File: src/rtl/alu_ctrl_pkg.sv
// Shared constants for the EX-stage ALU control decoder and the multiply/divide sequencer.
// ALU_CTRL_DIV_EN (see alu_ctrl_seq.sv) controls whether the divide group is legal.
package alu_ctrl_pkg;

    localparam logic [1:0] ALUOP_MEM    = 2'b00;
    localparam logic [1:0] ALUOP_BRANCH = 2'b01;
    localparam logic [1:0] ALUOP_RTYPE  = 2'b10;
    localparam logic [1:0] ALUOP_ITYPE  = 2'b11;

    localparam logic [6:0] FUNCT7_BASE   = 7'b0000000;
    localparam logic [6:0] FUNCT7_ALT    = 7'b0100000;
    localparam logic [6:0] FUNCT7_MULDIV = 7'b0000001;

    localparam logic [3:0] ALU_ADD  = 4'b0000;
    localparam logic [3:0] ALU_SLL  = 4'b0001;
    localparam logic [3:0] ALU_SLT  = 4'b0010;
    localparam logic [3:0] ALU_SLTU = 4'b0011;
    localparam logic [3:0] ALU_XOR  = 4'b0100;
    localparam logic [3:0] ALU_SRL  = 4'b0101;
    localparam logic [3:0] ALU_OR   = 4'b0110;
    localparam logic [3:0] ALU_AND  = 4'b0111;
    localparam logic [3:0] ALU_SUB  = 4'b1000;
    localparam logic [3:0] ALU_SRA  = 4'b1101;

    typedef enum logic [1:0] {
        ST_IDLE = 2'd0,
        ST_RUN  = 2'd1,
        ST_DONE = 2'd2
    } mdu_state_e;

endpackage

File: src/rtl/mdu_seq.sv
// Multiply/divide sequencer: IDLE/RUN/DONE FSM with a down-counter.
// Handshake: start_o pulses in the accepting IDLE cycle, done_o pulses in DONE; stall_o covers LAT cycles.
module mdu_seq
    import alu_ctrl_pkg::*;
#(
    parameter int MUL_LAT = 4,
    parameter int DIV_LAT = 33,
    parameter int CNT_W   = 6
) (
    input  logic       clk_i,
    input  logic       rst_i,
    input  logic       req_i,
    input  logic       flush_i,
    input  logic [2:0] funct3_i,
    output logic       start_o,
    output logic [2:0] op_o,
    output logic       stall_o,
    output logic       busy_o,
    output logic       done_o
);

    localparam logic [CNT_W-1:0] MUL_LD = CNT_W'(MUL_LAT - 1);
    localparam logic [CNT_W-1:0] DIV_LD = CNT_W'(DIV_LAT - 1);

    mdu_state_e       state_q, state_d;
    logic [CNT_W-1:0] cnt_q, cnt_d;
    logic [2:0]       op_q, op_d;
    logic [CNT_W-1:0] load_val;

    assign load_val = funct3_i[2] ? DIV_LD : MUL_LD;
    assign op_o     = op_q;

    always_comb begin
        state_d = state_q;
        cnt_d   = cnt_q;
        op_d    = op_q;
        start_o = 1'b0;
        stall_o = 1'b0;
        busy_o  = 1'b0;
        done_o  = 1'b0;
        case (state_q)
            ST_IDLE: begin
                if (req_i && !flush_i) begin
                    start_o = 1'b1;
                    stall_o = 1'b1;
                    op_d    = funct3_i;
                    cnt_d   = load_val;
                    // A one-cycle latency has no RUN phase at all.
                    state_d = (load_val == '0) ? ST_DONE : ST_RUN;
                end
            end
            ST_RUN: begin
                stall_o = 1'b1;
                busy_o  = 1'b1;
                if (flush_i) begin
                    state_d = ST_IDLE;
                    cnt_d   = '0;
                end else begin
                    cnt_d = cnt_q - 1'b1;
                    if (cnt_q == CNT_W'(1)) state_d = ST_DONE;
                end
            end
            ST_DONE: begin
                busy_o  = 1'b1;
                done_o  = 1'b1;
                state_d = ST_IDLE;
                cnt_d   = '0;
            end
            default: begin
                state_d = ST_IDLE;
                cnt_d   = '0;
            end
        endcase
    end

    always_ff @(posedge clk_i) begin
        if (rst_i) begin
            state_q <= ST_IDLE;
            cnt_q   <= '0;
            op_q    <= 3'b000;
        end else begin
            state_q <= state_d;
            cnt_q   <= cnt_d;
            op_q    <= op_d;
        end
    end

endmodule

File: src/rtl/alu_ctrl_seq.sv
// EX-stage ALU control: combinational RV32I/RV32M decode plus the MDU sequencer.
// Define ALU_CTRL_DIV_EN to make div/divu/rem/remu legal; otherwise they decode as illegal.
module alu_ctrl_seq
    import alu_ctrl_pkg::*;
#(
    parameter int CTRL_W  = 5,
    parameter int MUL_LAT = 4,
    parameter int DIV_LAT = 33,
    parameter int CNT_W   = 6
) (
    input  logic              clk_i,
    input  logic              rst_i,
    input  logic              valid_i,
    input  logic              flush_i,
    input  logic [1:0]        aluop_i,
    input  logic [2:0]        funct3_i,
    input  logic [6:0]        funct7_i,
    output logic [CTRL_W-1:0] aluctr_o,
    output logic              mdu_start_o,
    output logic [2:0]        mdu_op_o,
    output logic              stall_o,
    output logic              busy_o,
    output logic              done_o,
    output logic              illegal_o
);

`ifdef ALU_CTRL_DIV_EN
    localparam logic DIV_EN = 1'b1;
`else
    localparam logic DIV_EN = 1'b0;
`endif

    logic [3:0] code;
    logic       mdu_sel;
    logic       illegal;

    // The base R/I encodings line up with {0,funct3}; the alternate forms set bit 3.
    always_comb begin
        code    = ALU_ADD;
        mdu_sel = 1'b0;
        illegal = 1'b0;
        case (aluop_i)
            ALUOP_MEM:    code = ALU_ADD;
            ALUOP_BRANCH: code = ALU_SUB;
            ALUOP_RTYPE: begin
                if (funct7_i == FUNCT7_BASE) begin
                    code = {1'b0, funct3_i};
                end else if (funct7_i == FUNCT7_ALT && funct3_i == 3'b000) begin
                    code = ALU_SUB;
                end else if (funct7_i == FUNCT7_ALT && funct3_i == 3'b101) begin
                    code = ALU_SRA;
                end else if (funct7_i == FUNCT7_MULDIV && (!funct3_i[2] || DIV_EN)) begin
                    code    = {1'b0, funct3_i};
                    mdu_sel = 1'b1;
                end else begin
                    illegal = 1'b1;
                end
            end
            ALUOP_ITYPE: begin
                if (funct3_i == 3'b001 && funct7_i != FUNCT7_BASE) begin
                    illegal = 1'b1;
                end else if (funct3_i == 3'b101) begin
                    code = funct7_i[5] ? ALU_SRA : ALU_SRL;
                end else begin
                    code = {1'b0, funct3_i};
                end
            end
            default: code = ALU_ADD;
        endcase
    end

    assign aluctr_o  = CTRL_W'({mdu_sel, code});
    assign illegal_o = illegal;

    mdu_seq #(
        .MUL_LAT(MUL_LAT),
        .DIV_LAT(DIV_LAT),
        .CNT_W  (CNT_W)
    ) u_mdu_seq (
        .clk_i   (clk_i),
        .rst_i   (rst_i),
        .req_i   (valid_i && mdu_sel),
        .flush_i (flush_i),
        .funct3_i(funct3_i),
        .start_o (mdu_start_o),
        .op_o    (mdu_op_o),
        .stall_o (stall_o),
        .busy_o  (busy_o),
        .done_o  (done_o)
    );

endmodule

File: config.mk
export PLATFORM = sky130hd
export DESIGN_NAME = alu_ctrl_seq
export DESIGN_NICKNAME = d
export VERILOG_FILES = /design/src/rtl/alu_ctrl_pkg.sv /design/src/rtl/mdu_seq.sv /design/src/rtl/alu_ctrl_seq.sv
export SDC_FILE = /design/constraint.sdc
export NUM_CORES = 1
export LEC_CHECK = 0
export CORE_UTILIZATION = 48
export DETAILED_ROUTE_END_ITERATION = 10
export PLACE_DENSITY = 0.83
export SKIP_LAST_GASP = 1
export SLEW_MARGIN = 25
export SYNTH_ARGS = -nofsm -noshare
export SYNTH_HDL_FRONTEND = slang
export SYNTH_SLANG_ARGS = --single-unit
File: constraint.sdc
create_clock -name clk_i -period 7.42 [get_ports clk_i]
set_clock_uncertainty 0.2 [all_clocks]
set_input_delay 1.855 -clock clk_i [delete_from_list [all_inputs] [get_ports clk_i]]
set_output_delay 1.855 -clock clk_i [all_outputs]
set_load 0.02 [all_outputs]
### Yosys cells after proc, flatten, opt, wreduce, memory -nomap -nowiden

Index checks and enable logic that the tools add are counted.
Widths: inputs -> output; s select.

| word-level totals | value |
|---|---|
| word-level logic and storage cells | 66 |
| output and inout bits | 13 |
| register bits after elaboration | 11 |
| bits of input ports | 16 |

| operators by class | value |
|---|---|
| mux-type cells | 33 |
| reduce and logical (&&, ||, !) cells | 17 |
| add/sub/neg operators | 1 |
| equality and inequality tests | 12 |

Operators with widths:

| operator | count |
|---|---|
| $mux 4 | 6 |
| $mux 6 | 3 |
| $pmux 4 s4 | 1 |
| $mux 1 | 14 |
| $pmux 6 s2 | 1 |
| $mux 2 | 4 |
| $eq 7x1->1 const B | 1 |
| $eq 7x6->1 const B | 1 |
| $logic_not 7->1 | 1 |
| $reduce_bool 7->1 | 1 |
| $eq 2x2->1 const B | 3 |
| $eq 6x1->1 const B | 1 |
| $logic_and 1x1->1 | 6 |
| $logic_not 6->1 | 1 |
| $sub 6x1->6 const B | 1 |
| $eq 2x1->1 const B | 2 |
| $logic_not 2->1 | 2 |
| $pmux 1 s2 | 2 |
| $pmux 2 s2 | 1 |
| $reduce_and 2->1 | 2 |
| $eq 3x1->1 const B | 1 |
| $eq 3x3->1 const B | 1 |
| $logic_not 3->1 | 1 |
| $mux 3 | 1 |
| other kinds (4) | 5 |

### Depth between registers and ports, before layout

| logic depth | value |
|---|---|
| depth after elaboration | 11 |
| mapped depth | 7 |
| depth with buffers taken out | 6 |

### Hierarchy

Synthesis repeated with hierarchy kept, for this count alone.

| second synthesis, totals | value |
|---|---|
| cell total of the unflattened synthesis | 112 |
| area, all modules | 898.4 um^2 |

Modules (own cells, without submodules):

| module | sequential area each (um^2) | instances | area each (um^2) | cells each |
|---|---|---|---|---|
| mdu_seq | 220.2 | 1 | 643.1 | 79 |
| alu_ctrl_seq | 0.0 | 1 | 255.2 | 33 |

### Least setup slack after synthesis

Ideal clock, no wire load.

| timing path | value |
|---|---|
| path type | input port to output port |
| start point | in funct7_i[3] |
| end point | out mdu_start_o |
| required time | 5.365 ns |
| path slack | 1.924 ns |
| cell stages on the path | 5 |
| arrival time | 3.441 ns |
| buffers on the path | 2 |
| path through | or4_1 -> buf_2 -> or4_1 -> buf_2 -> nor2_1 |

| between the ends | value |
|---|---|
| longest elaborated chain between the ends | 11 |
| elaborated cells between the ends (all ways) | 15 |
| classes of those cells | 2 x eq/ne; 7 x mux; 6 x reduce/logical |

RTL lines:

| element | RTL line | text |
|---|---|---|
| from (decl) | alu_ctrl_seq.sv:17 | `input logic [6:0] funct7_i,` |
| $eq 7x1->1 | alu_ctrl_seq.sv:52 | `end else if (funct7_i == FUNCT7_MULDIV && (!funct3_i[2] \|\| DIV_EN)) begin` |
| $logic_and 1x1->1 | alu_ctrl_seq.sv:52 |  |
| $mux 1 | alu_ctrl_seq.sv:52 |  |
| $mux 1 | alu_ctrl_seq.sv:50 | `end else if (funct7_i == FUNCT7_ALT && funct3_i == 3'b101) begin` |
| $mux 1 | alu_ctrl_seq.sv:48 | `end else if (funct7_i == FUNCT7_ALT && funct3_i == 3'b000) begin` |
| $mux 1 * | alu_ctrl_seq.sv:46 | `if (funct7_i == FUNCT7_BASE) begin` |
| $mux 1 * | alu_ctrl_seq.sv:42 | `case (aluop_i)` |
| $logic_and 1x1->1 * | alu_ctrl_seq.sv:82 | `.req_i (valid_i && mdu_sel),` |
| $logic_and 1x1->1 * | mdu_seq.sv:43 | `if (req_i && !flush_i) begin` |
| $mux 1 * | mdu_seq.sv:43 |  |
| $mux 1 * | mdu_seq.sv:41 | `case (state_q)` |
| to (decl) | alu_ctrl_seq.sv:19 | `output logic mdu_start_o,` |

Mark *: on every way between the ends. The rest lies on a longest branch, timed or not.

### Final worst setup path

| timing path | value |
|---|---|
| start point | in funct3_i[2] |
| end point | out mdu_start_o |

| between the ends | value |
|---|---|
| longest elaborated chain between the ends | 11 |
| elaborated cells between the ends (all ways) | 15 |
| classes of those cells | 1 x eq/ne; 7 x mux; 7 x reduce/logical |

RTL lines:

| element | RTL line | text |
|---|---|---|
| from (decl) | alu_ctrl_seq.sv:16 | `input logic [2:0] funct3_i,` |
| $logic_not 1->1 | alu_ctrl_seq.sv:52 |  |
| $logic_and 1x1->1 | alu_ctrl_seq.sv:52 |  |
| $mux 1 | alu_ctrl_seq.sv:52 |  |
| $mux 1 | alu_ctrl_seq.sv:50 |  |
| $mux 1 * | alu_ctrl_seq.sv:48 |  |
| $mux 1 * | alu_ctrl_seq.sv:46 |  |
| $mux 1 * | alu_ctrl_seq.sv:42 |  |
| $logic_and 1x1->1 * | alu_ctrl_seq.sv:82 |  |
| $logic_and 1x1->1 * | mdu_seq.sv:43 |  |
| $mux 1 * | mdu_seq.sv:43 |  |
| $mux 1 * | mdu_seq.sv:41 |  |

Marked as above.

==> impl_metrics.ini <==
[critical_path]
r2r_start = u_mdu_seq.state_q[0]
rrSetupSlack_ns = 5.19
path_max_fanout = 10
rr_worst_depth = 6
critPathCaptureType = primary output
path_class = in -> out
worstPathArrival_ns = 4.39
regToRegEndpoint = u_mdu_seq.op_o[0]
startpoint_type = primary input
worst_ep_required_time_ns = 5.37

[logic_synthesis]
avgSynthCellArea_um2 = 8.03
ys_top_cells_by_area = dfxtp_1, ha_1, nor2_1
ys_seq_elements = 11
yosysSeqAreaShare_pct = 24.7
synth.most_common_cell = nor2_1
synth_edf_count = 0
synth_top_cell_area_share_pct = 24.7
ys_warn_count = 0
synth.largest_area_cell = dfxtp_1
async_flop_share_pct = 0
synth.top_cells.by_count = nor2_1, dfxtp_1, a21oi_1, inv_1
synth.distinct_cells = 39
synth_flop_cell = dfxtp_1
syn_nets = 132
syn-cell-area_um2 = 891
syn_inst = 111

[drt]
drtPass1Iterations = 4
ant_nets = 0
drc = 0
first_iter_violations = 22
routed_via_density = 5.93
vias = 948
routed_wl_um = 2160
wl_per_cell_um = 13.5

[timing]
fin_tns_setup_ns = 0
finalSetupViolCount = 0
min_period_ns = 6.45
final_hold_viol_count = 0
drv_slew = 0
worstMarginPinSlew_ns = 0.516
setup_slack_ns = 0.972
relSlewSlack_pct = 65.3
fin_crit_sh_pct = 86.9
max_freq_mhz = 155
rsz0062_at_grt = no

[final_layout]
fill_cells = 153
syn_to_final_growth_pct = 31.5
fin_area_mm2 = 0.00117
n_antenna_cell = 0
layout-drive-gt1-share_pct = 8.15
final_nets = 157

[placement]
port_buffers = 28
gp_congestion = 0.839
dp_slack_ns = 0.989
dp_hpwl_um = 1700
dpl_cell_area_mm2 = 0.00114

[grt]
grt_pass1_vias = 838
grt_pass1_wl_um = 3500
globalRoute.totalOverflow = 0
grt.total_usage_pct = 23.1
antenna_found_initial = 0
grt_max_degree = 16

[outcome]
run_status = finished, final reports clean

[die]
die_h_um = 45.1
rows = 15
ios = 29
core-area_mm2 = 0.00173
dieArea_mm2 = 0.00203
start_util_pct = 51.6
dieWidth_um = 45.1

[clock_tree]
post_cts_buffers = 0
cts_sinks = 11
clkTransAtPathRegs_ns = 0.06
clk_root_buffer_cell = clkbuf_4
cts_buffers = 3
cts_hold_buffers = 0
clock_latency_ns = 0.27
tritoncts = done
ctsLongestPathBuffers = 2
cts_max_level = 1
cts-resized-gates = 0

[worst_hold_path]
hold_start = u_mdu_seq.op_o[2]
min_to = u_mdu_seq.op_o[2]
hold_depth = 1
min_path_type = reg -> reg

[job]
maxCapViolations = 0

[pwr]
powerDensity_mw_per_mm2 = 112
p_leak_nw = 0.400
ir_drop_uv = 78.0
-- how the worst max path moves through the flow --
stage | from | end | slack, ns | cells after the start
after floorplan | funct7_i[3] | mdu_start_o | 1.92 | 5
after global routing | funct7_i[3] | aluctr_o[0] | 0.86 | 6
after detailed placement | funct7_i[3] | aluctr_o[0] | 0.99 | 6
final | funct3_i[2] | mdu_start_o | 0.97 | 5
after CTS | funct7_i[3] | aluctr_o[0] | 0.98 | 6
after global placement | funct7_i[3] | aluctr_o[0] | 1.01 | 6
-- logic make-up after synthesis --
| kind of cell | Yosys count | share of synthesized area [%] |
|---|---|---|
| xor gates and xnor gates | 1 | 0.983 |
| and+or+nand+nor | 46 | 32.6 |
| buffers and inverters | 15 | 9.41 |
| muxes | 2 | 2.25 |
| adders and majority gates | 5 | 7.02 |
| DFF | 11 | 24.7 |
| AOI/OAI and AO/OA | 31 | 23.0 |
-- power by group --
part | internal [mW] | switching, mW
Combinational | 0.0154 | 0.0145
Sequential | 0.0595 | 0.000363
Clock | 0.0208 | 0.0205
Total | 0.0958 | 0.0354
-- stage by stage --
step	hold slack (ns)	power [mW]	utilization [%]	std cells
3_5_place_dp	0.273	0.0910	66.3	156
6_report	0.283	0.131	67.8	160
5_1_grt	0.300	0.139	67.8	160
4_1_cts	0.288	0.132	67.8	160
3_3_place_gp	0.269	0.0905	66.3	156
2_1_floorplan	0.254	0.0768	-	111
-- state kept, by name (all words and copies together), names as in the netlist --
register and count:
u_mdu_seq.op_o 3, u_mdu_seq.state_q 2, u_mdu_seq.cnt_q 6
-- cell usage in the layout (no fill, tap or decap), types with 2 or more instances in the layout --
| cell type | instances |
|---|---|
| a211oi_1 | 3 |
| a21oi_1 | 10 |
| a31oi_1 | 2 |
| clkbuf_4 | 3 |
| clkdlybuf4s50_1 | 28 |
| dfxtp_1 | 11 |
| ha_1 | 5 |
| inv_1 | 7 |
| mux2i_1 | 2 |
| nand2b_1 | 6 |
| nand3_1 | 3 |
| nor2_1 | 15 |
| nor3_1 | 4 |
| nor3b_1 | 2 |
| nor4_1 | 2 |
| o21ai_0 | 6 |
| o32ai_1 | 4 |
| or3b_2 | 2 |
| or4_1 | 2 |
-- routing by layer --
metal	vias up	track usage [%]	part of all wire [%]
met5	-	0	0
met4	0	4.85	0.88
met3	4	6.80	5.7
met2	40	39.4	50
met1	445	28.7	43
li1	459	-	-
-- area by class of cell --
cell class	count	area [um^2]	share of cell area [%]
clock buffer	4	26.3	2.24
inverter	7	26.3	2.24
multi-input combinational	85	587	50.1
sequential	11	220	18.8
tap	25	31.3	2.67
timing repair buffer	28	280	23.9
-- worst max-delay path, cell delays in order --
cell and delay, ns:
clkdlybuf4s50_1 0.59, or3b_2 0.60, or4_1 0.60, nor2_1 0.14, clkdlybuf4s50_1 0.61
Note: power is estimated with default switching activity, not from simulation.
